## config.mk

```make
export PLATFORM = sky130hd
export DESIGN_NAME = status_register_unit
export DESIGN_NICKNAME = d
export VERILOG_FILES = /design/src/rtl/arm_pkg.sv /design/src/rtl/flag_pending_pipe.sv /design/src/rtl/status_register_unit.sv
export SDC_FILE = /design/constraint.sdc
export NUM_CORES = 1
export LEC_CHECK = 0
export BUFFER_PORTS_ARGS = -buffer_cell sky130_fd_sc_hd__buf_2
export CAP_MARGIN = 20
export CORE_AREA = 8 8 45 47
export DETAILED_ROUTE_END_ITERATION = 10
export DIE_AREA = 0 0 53 55
export GPL_TIMING_DRIVEN = 0
export SLEW_MARGIN = 20
export SYNTH_ARGS = -nofsm -noshare
export SYNTH_HDL_FRONTEND = slang
export SYNTH_SLANG_ARGS = --single-unit
```

## constraint.sdc

```tcl
create_clock -name clk -period 2.3 [get_ports clk]
set_input_delay 0.46 -clock clk [delete_from_list [all_inputs] [get_ports clk]]
set_output_delay 0.46 -clock clk [all_outputs]
set_load 0.01 [all_outputs]
```

## src/rtl/arm_pkg.sv

```systemverilog
// Shared ARM condition-code constants and flag layout used by the status
// register unit and the ID-stage condition checker.
package arm_pkg;

  localparam logic [3:0] COND_AL = 4'b1110;
  localparam logic [3:0] COND_NV = 4'b1111;

  localparam int unsigned FLAG_N = 3;
  localparam int unsigned FLAG_Z = 2;
  localparam int unsigned FLAG_C = 1;
  localparam int unsigned FLAG_V = 0;

  localparam int unsigned FLAGS_W   = 4;
  localparam int unsigned WIN_CNT_W = 3;

  typedef struct packed {
    logic n;
    logic z;
    logic c;
    logic v;
  } flags_t;

  function automatic logic cond_uses_flags(input logic [3:0] cond);
    return (cond != COND_AL) && (cond != COND_NV);
  endfunction

endpackage

```

## src/rtl/flag_pending_pipe.sv

```systemverilog
// Tracks in-flight flag setters between ID issue and the EXE flag write, and
// the post-flush window during which an untracked flag write is tolerated.
module flag_pending_pipe #(
  parameter int unsigned PIPE_DEPTH = 2
) (
  input  logic                  clk_i,
  input  logic                  rst_i,
  input  logic                  issue_i,
  input  logic                  freeze_i,
  input  logic                  flush_i,
  output logic [PIPE_DEPTH-1:0] pending_o,
  output logic                  mask_o
);
  import arm_pkg::*;

  logic [PIPE_DEPTH-1:0] p_q, p_d;
  logic [WIN_CNT_W-1:0]  win_q, win_d;

  // The window counts real cycles, freeze included; a flush is only honoured
  // when the pipeline is not frozen.
  always_comb begin
    p_d   = p_q;
    win_d = win_q;
    if (win_q != '0) begin
      win_d = win_q - WIN_CNT_W'(1);
    end
    if (!freeze_i) begin
      if (flush_i) begin
        p_d   = '0;
        win_d = WIN_CNT_W'(PIPE_DEPTH);
      end else begin
        p_d = PIPE_DEPTH'({p_q, issue_i});
      end
    end
  end

  always_ff @(posedge clk_i) begin
    if (rst_i) begin
      p_q   <= '0;
      win_q <= '0;
    end else begin
      p_q   <= p_d;
      win_q <= win_d;
    end
  end

  assign pending_o = p_q;
  assign mask_o    = (win_q != '0);

endmodule

```

## src/rtl/status_register_unit.sv

```systemverilog
// Architectural NZCV register with zero-latency EXE bypass, RAW stall for
// conditional instructions in ID, and sticky detection of untracked writes.
module status_register_unit #(
  parameter int unsigned PIPE_DEPTH = 2
) (
  input  logic       clk,
  input  logic       rst,
  input  logic       id_valid,
  input  logic       id_s,
  input  logic [3:0] id_cond,
  input  logic       exe_wr,
  input  logic [3:0] exe_flags,
  input  logic       freeze,
  input  logic       flush,
  output logic       flag_n,
  output logic       flag_z,
  output logic       flag_c,
  output logic       flag_v,
  output logic       stall,
  output logic       err
);
  import arm_pkg::*;

  // Only the younger pending stages stall; the oldest one is covered by the bypass.
  localparam logic [PIPE_DEPTH-1:0] STALL_MASK =
    PIPE_DEPTH'((1 << (PIPE_DEPTH - 1)) - 1);

  flags_t                f_q, f_d;
  logic                  err_q, err_d;
  logic [PIPE_DEPTH-1:0] pending;
  logic                  mask;
  logic                  issue;
  logic [FLAGS_W-1:0]    flags_c;

  flag_pending_pipe #(
    .PIPE_DEPTH(PIPE_DEPTH)
  ) u_pending (
    .clk_i    (clk),
    .rst_i    (rst),
    .issue_i  (issue),
    .freeze_i (freeze),
    .flush_i  (flush),
    .pending_o(pending),
    .mask_o   (mask)
  );

  assign stall = id_valid & cond_uses_flags(id_cond) & (|(pending & STALL_MASK));
  assign issue = id_valid & id_s & ~stall & ~freeze & ~flush;

  assign flags_c = exe_wr ? exe_flags : FLAGS_W'(f_q);
  assign flag_n  = flags_c[FLAG_N];
  assign flag_z  = flags_c[FLAG_Z];
  assign flag_c  = flags_c[FLAG_C];
  assign flag_v  = flags_c[FLAG_V];

  // F commits on every exe_wr, even under freeze or flush; err is held while frozen.
  always_comb begin
    f_d   = f_q;
    err_d = err_q;
    if (exe_wr) begin
      f_d = flags_t'(exe_flags);
    end
    if (!freeze) begin
      err_d = err_q | (exe_wr & ~pending[PIPE_DEPTH-1] & ~mask);
    end
  end

  always_ff @(posedge clk) begin
    if (rst) begin
      f_q   <= '0;
      err_q <= 1'b0;
    end else begin
      f_q   <= f_d;
      err_q <= err_d;
    end
  end

  assign err = err_q;

endmodule

```

; ---- After elaboration in Yosys (flattened, before gate mapping)
; Index checks and enable logic that the tools add are counted.
[totals]
regBits = 10
inputBits = 15
[classes]
n_addsub = 1
eq_ne = 2
n_mux = 5
n_bitwise = 14
reduce_logical = 2
[op_table]
columns = operator, n
row1 = $mux W3, 3
row2 = $and A1 B1 Y1, 8
row3 = $ne A4 B4 Y1 const B, 2
row4 = $not A1 Y1, 5
row5 = $mux W4, 1
row6 = $reduce_bool A3 Y1, 1
row7 = $sub A3 B1 Y3 const B, 1
row8 = $mux W2, 1
row9 = $logic_and A1 B1 Y1, 1
row10 = $or A1 B1 Y1, 1

; ---- Longest topological paths before layout
; Gate-level depths: netlist (run 1).
[logic_depth]
word_depth = 9
ltp_mapped = 5
mapped_depth_nobuf = 5

; ---- Modules after synthesis
; From an unflattened synthesis (run 1), not the netlist that was laid out.
[hier_totals]
hier_cells = 44
area_unflattened_um2 = 459.2
[modules_own_cells]
columns = mod, instances, cells_per_inst, area_per_inst_um2, seq_area_each_um2
row1 = flag_pending_pipe, 1, 24, 241.5, 100.1
row2 = status_register_unit, 1, 20, 217.7, 100.1

; ---- Worst setup path after synthesis (run 1)
; Ideal clock, no wire load.
[synth_path]
path_type = in2out
start = input exe_wr
end = output flag_c
arrival_ns = 0.804
setup_slack_ns = 1.036
stages = 1
path_buffers = 0
cell_sequence = mux2_2
[synth_between]
elab_chain_len = 1
[synth_rtl]
columns = element, line_no
row1 = from (decl), status_register_unit.sv:11  ; input logic exe_wr,
row2 = $mux W4, -
row3 = to (decl), status_register_unit.sv:17  ; output logic flag_c,
; No other way between the ends.

; ---- Final worst setup path (run 1)
[layout_path]
start = input exe_wr
end = output flag_n
[layout_between]
elab_chain_len = 1
[layout_rtl]
columns = element, line_no
row1 = $mux W4, -
row2 = to (decl), status_register_unit.sv:15  ; output logic flag_n,
; No other way between the ends.

==> results of run 1 <==
critical path, stage by stage:
cell and delay (ns):
buf_2 0.14, mux2_2 0.36, buf_2 0.14
cells in the mapped netlist:
library cell / number
a31oi_1: 2
a21oi_1: 1
nand4b_1: 1
inv_1: 4
o22ai_1: 1
nor2b_1: 1
ha_1: 3
dfxtp_1: 10
mux2i_1: 1
buf_2: 1
nand2_1: 2
mux2_2: 4
nor3b_1: 2
nor3_1: 1
nor2_1: 4
xor2_1: 1
o21ba_2: 1
nor2b_4: 4
layout by cell type, fill, tap and decap left out, drive strengths merged:
master and instances:
a21oi 1, a31oi 2, buf 20, clkbuf 3
dfxtp 10, ha 3, inv 4, mux2 4
mux2i 1, nand2 2, nand4b 1, nor2 4
nor2b 5, nor3 1, nor3b 2, o21ba 1
o22ai 1, xor2 1
power by group:
group          internal (mW)  switching (mW)
clock                 0.0601          0.0529
combinational         0.0661          0.0597
sequential             0.193         0.00817
kinds of logic after synthesis:
| group | count (synthesis) | share of synthesized area [%] |
|---|---|---|
| and+or+nand+nor | 15 | 24.06 |
| xor gates and xnor gates | 1 | 1.872 |
| DFF | 10 | 42.78 |
| adders and majority gates | 3 | 8.022 |
| muxes | 5 | 11.76 |
| buffers and inverters | 5 | 4.276 |
| AOI/OAI and AO/OA | 5 | 7.219 |
per-stage QoR:
stage	setup slack (ns)	hold slack (ns)
6_report	0.7405	0.4850
5_1_grt	0.6989	0.5028
4_1_cts	0.7273	0.4804
3_5_place_dp	0.7273	0.4654
3_3_place_gp	0.7418	0.4535
2_1_floorplan	1.036	0.4571
how the worst max path moves through the flow:
stage | cells after the start | start | slack, ns | endpoint
after floorplan | 1 | exe_wr | 1.04 | flag_c
after global placement | 3 | exe_wr | 0.74 | flag_z
after detailed placement | 3 | exe_wr | 0.73 | flag_n
after CTS | 3 | exe_wr | 0.73 | flag_n
after global routing | 3 | exe_wr | 0.70 | flag_n
final | 3 | exe_wr | 0.74 | flag_n
layer usage:
metal / up-vias / track usage [%] / wire [µm]
met4: 0 / 3.879 / 0
met3: 0 / 4.813 / 144
li1: 193 / - / -
met5: - / 0 / 0
met1: 170 / 7.492 / 410
met2: 19 / 11.72 / 386
flip-flops by register name (all words and copies together), names as in the netlist:
register and cells:
err 1, u_pending.win_q 3, u_pending.pending_o 2, f_q 4
final cells by class:
type	instances	area [µm²]	area share, %
sequential	10	200.2	33.06
buffer	1	5.005	0.8264
multi-input combinational	29	247.7	40.91
clock buffer	3	22.52	3.719
timing repair buffer	19	95.09	15.70
inverter	4	15.01	2.479
tap	16	20.02	3.306
==> results.md, run 1 <==
* Status: finished clean
* Num CTS Buffers at 3
* Hold Startpoint: err
* Avg Inst Size Synth at 10.64 µm²
* Vias at 382
* PwrDens at 726.9 nW/µm²
* Max Cap Viol at 0
* Total global routing overflow at 0
* IO Pins at 21
* Yosys top cell area share at 42.78%
* P_leak at 0.2905 nW
* Synth-to-layout area growth at 29.41%
* Yosys warnings at 0
* Initial DRT Pass Iterations at 2
* Fin crit share at 67.80%
* Wirelength, routed at 940 µm
* Clock Sinks at 10
* Flops & latches, synth at 10
* Die H at 55 µm
* Register area share after synthesis at 42.78%
* Clock Latency Late Sink at 0.25 ns
* Fillers at 151
* Achievable Freq at 641.2 MHz
* First-pass GRT wire length at 1587 µm
* Drt wl/cell at 11.46 µm
* RSZ-0062 raised after global routing: no
* Post-synthesis cell type count at 18
* Initial antenna violation count at 0
* Die Width at 53 µm
* Initial Util at 33.82%
* Initial drt markers at 1
* # Post-CTS Setup Buffers at 0
* Antenna Nets Post-Route at 0
* PortBufs at 19
* Worst EP required at 1.84 ns
* Layout cell share with drive strength beyond 1 at 48.48%
* Worst slew margin at 79.33%
* Crit path capture type: primary output
* R2R Setup Slk at 1.05 ns
* Worst Max-Slew Pin Slew at 0.3100 ns
* R2r worst-path depth at 5
* Fin util at 43.76%
* CTS tree: done
* Std-Cell Rows at 14
* Final instance area at 605.6 µm²
* CTS Root Cell: clkbuf_4
* Area leader, netlist: dfxtp_1
* Post-Syn Area at 467.9 µm²
* Core area at 1384 µm²
* Dpl cells at 79
* Peak supply drop at 0.2920 mV
* Setup crit start kind: primary input
* DR DRC count at 0
* Number of global-route vias before repair at 402
* Clk pin slew, worst setup/hold paths at 0.06 ns
* Hold Crit Endpoint: err
* Reg2reg end: u_pending.win_q[1]
* Cell Area, Placed at 583.1 µm²
* Cts repair resizes at 0
* Hold buffer count at CTS at 0
* Largest net degree at the start of global routing at 11
* Hold depth at 2
* Total die area at 2915 µm²
* CTS Buffer Depth at 2
* WS Path Type: in -> out
* Min Tclk post-route at 1.559 ns
* Max-slew violations at 0
* Syn Nets at 62
* CP max FO at 5
* Tot GR Track Use at 7.448%
* Synth area leaders: dfxtp_1 (43%), nor2b_4 (12%), mux2_2 (9.6%)
* Routability Congestion at 0.7442
* Antenna Cells at 0
* Drt via density at 4.659
* Worst Skew at 0.002676 ns
* H-Tree Level Count at 1
* Worst R2R Start: u_pending.win_q[0]
* HP Class: reg -> reg
* Critical path arrival at 1.10 ns
* Hold Violations, Final at 0
* Final std cells w/o fill at 82
* Cells after Synth at 44
* Setup Total Neg Slack at 0 ns
* Nets at 86
* Setup violations, final at 0
* Final Power at 0.4402 mW
Note: power is estimated with default switching activity, not from simulation.
==> run 2: changes to the inputs <==
==> constraint.sdc (replaced) <==
create_clock -name clk -period 1.3 [get_ports clk]
set_input_delay 0.26 -clock clk [delete_from_list [all_inputs] [get_ports clk]]
set_output_delay 0.26 -clock clk [all_outputs]
set_load 0.01 [all_outputs]
==> results.md, run 2 (synthesis gave the netlist of run 1 again) <==
* Clk pin slew, worst setup/hold paths at 0.06 ns
* Critical path arrival at 0.95 ns
* Slowest cell on crit path: dfxtp_1
* Std-Cell Rows at 14
* Hold slack final at 0.2885 ns
* Initial antenna violation count at 0
* Number of global-route vias before repair at 402
* Core area at 1384 µm²
* Die H at 55 µm
* Min Tclk post-route at 1.211 ns
* Max incr delay on CP at 0.29 ns
* CTS tree: done
* Worst slew margin at 79.30%
* # Post-CTS Setup Buffers at 0
* Initial Util at 33.82%
* Crit path max-delay family: flip-flops
* PortBufs at 19
* Worst Skew at 0.002526 ns
* Clock Sinks at 10
* Max-slew violations at 0
* Sw frac at 27.42%
* Setup Total Neg Slack at 0 ns
* Fin crit share at 93.17%
* Psw at 0.2153 mW
* Synth-to-layout area growth at 31.55%
* Setup violations, final at 0
* Grt met2 use at 11.72%
* Tot GR Track Use at 7.448%
* Antenna Nets Post-Route at 0
* First-pass GRT wire length at 1587 µm
* Clock network power share at 25.4%
* Nets at 86
* CTS Buffer Depth at 2
* Final instance area at 615.6 µm²
* Total die area at 2915 µm²
* GRT met3 Usage at 4.813%
* Vias at 386
* P_leak at 0.2903 nW
* Antenna Cells at 0
* Routability Congestion at 0.7442
* WS Path Type: reg -> out
* Largest net degree at the start of global routing at 11
* H-Tree Level Count at 1
* Max Cap Viol at 0
* Commonest cells after routing, fill and taps aside: buf_2 (20), dfxtp_1 (9)
* Crit path capture type: primary output
* Drt wl/cell at 11.60 µm
* Int Pwr at 0.5698 mW
* Hold buffer count at CTS at 0
* HP Class: in -> reg
* Gate power share at 29.1%
* Initial drt markers at 1
* CP cell instances: mux2_2 > buf_2
* Total global routing overflow at 0
* Cell Area, Placed at 583.1 µm²
* Crit path buf inv count at 1
* DR DRC count at 0
* Die Width at 53 µm
* Num CTS Buffers at 3
* Cts repair resizes at 0
* Max reg flops at 4
* Setup crit start kind: flop
* Drt via density at 4.707
* CTS Root Cell: clkbuf_4
* Wirelength, routed at 951 µm
* Hold Violations, Final at 0
* IO Pins at 21
* Initial DRT Pass Iterations at 2
* CP max FO at 2
* Met1 Track Usage GR at 7.492%
* Top reg by flops: f_q
* Layout cell share with drive strength beyond 1 at 53.03%
* Worst EP required at 1.04 ns
* Clock Latency Late Sink at 0.25 ns
* Grt peak-use layer: met2
* Status: finished clean
* Achievable Freq at 825.6 MHz
* Commonest non-fill, non-tap cell in the layout: buf_2
* Peak supply drop at 0.5138 mV
* PwrDens at 1275 nW/µm²
* Sequential share of power at 45.4%
* Worst Max-Slew Pin Slew at 0.3105 ns
[run 2: cell counts in the layout (fill, tap and decap cells not counted)]
No cell type changed its count.
[run 2: worst min-delay path: stages]
cell and delay, ns:
buf_2 0.09, nand4b_1 0.07, o22ai_1 0.07
[run 2: final timing paths]
| check | slack (ns) | cells after the start | start | end |
|---|---|---|---|---|
| worst max-delay path | 0.09 | 2 | f_q[1] | flag_c |
| worst min-delay path | 0.29 | 3 | id_s | u_pending.pending_o[0] |
| worst max register to register | 0.10 | 5 | u_pending.win_q[0] | u_pending.win_q[1] |
| worst min register to register | 0.49 | 2 | err | err |
[run 2: power by group through the flow]
stage	clock network (mW)	registers, mW	logic [mW]
floorplan	0	0.363	0.162
finish	0.200	0.357	0.229
global route	0.221	0.359	0.265
CTS	0.210	0.356	0.229
global placement	0	0.362	0.220
detailed placement	0	0.363	0.227
[run 2: final cells by class]
type	count	area [µm²]
timing repair buffer	19	95.09
sequential	10	201.4
tap	16	20.02
buffer	1	5.005
multi-input combinational	29	256.5
clock buffer	3	22.52
inverter	4	15.01
fill	150	768.2
[run 2: routing by layer]
layer | up-vias | share of wire, %
met2 | 19 | 41
li1 | 192 | -
met3 | 0 | 15
met1 | 175 | 44
met5 | - | 0
met4 | 0 | 0
[run 2: per-stage QoR]
stage	power, mW	cells	worst slack [ns]	utilization, %
6_report	0.7851	82	0.08876	44.48
5_1_grt	0.8448	82	-0.0001807	44.48
3_5_place_dp	0.5897	79	0.04847	42.13
2_1_floorplan	0.5249	44	0.1107	-
3_3_place_gp	0.5812	79	0.05734	42.13
4_1_cts	0.7951	82	0.03658	43.76
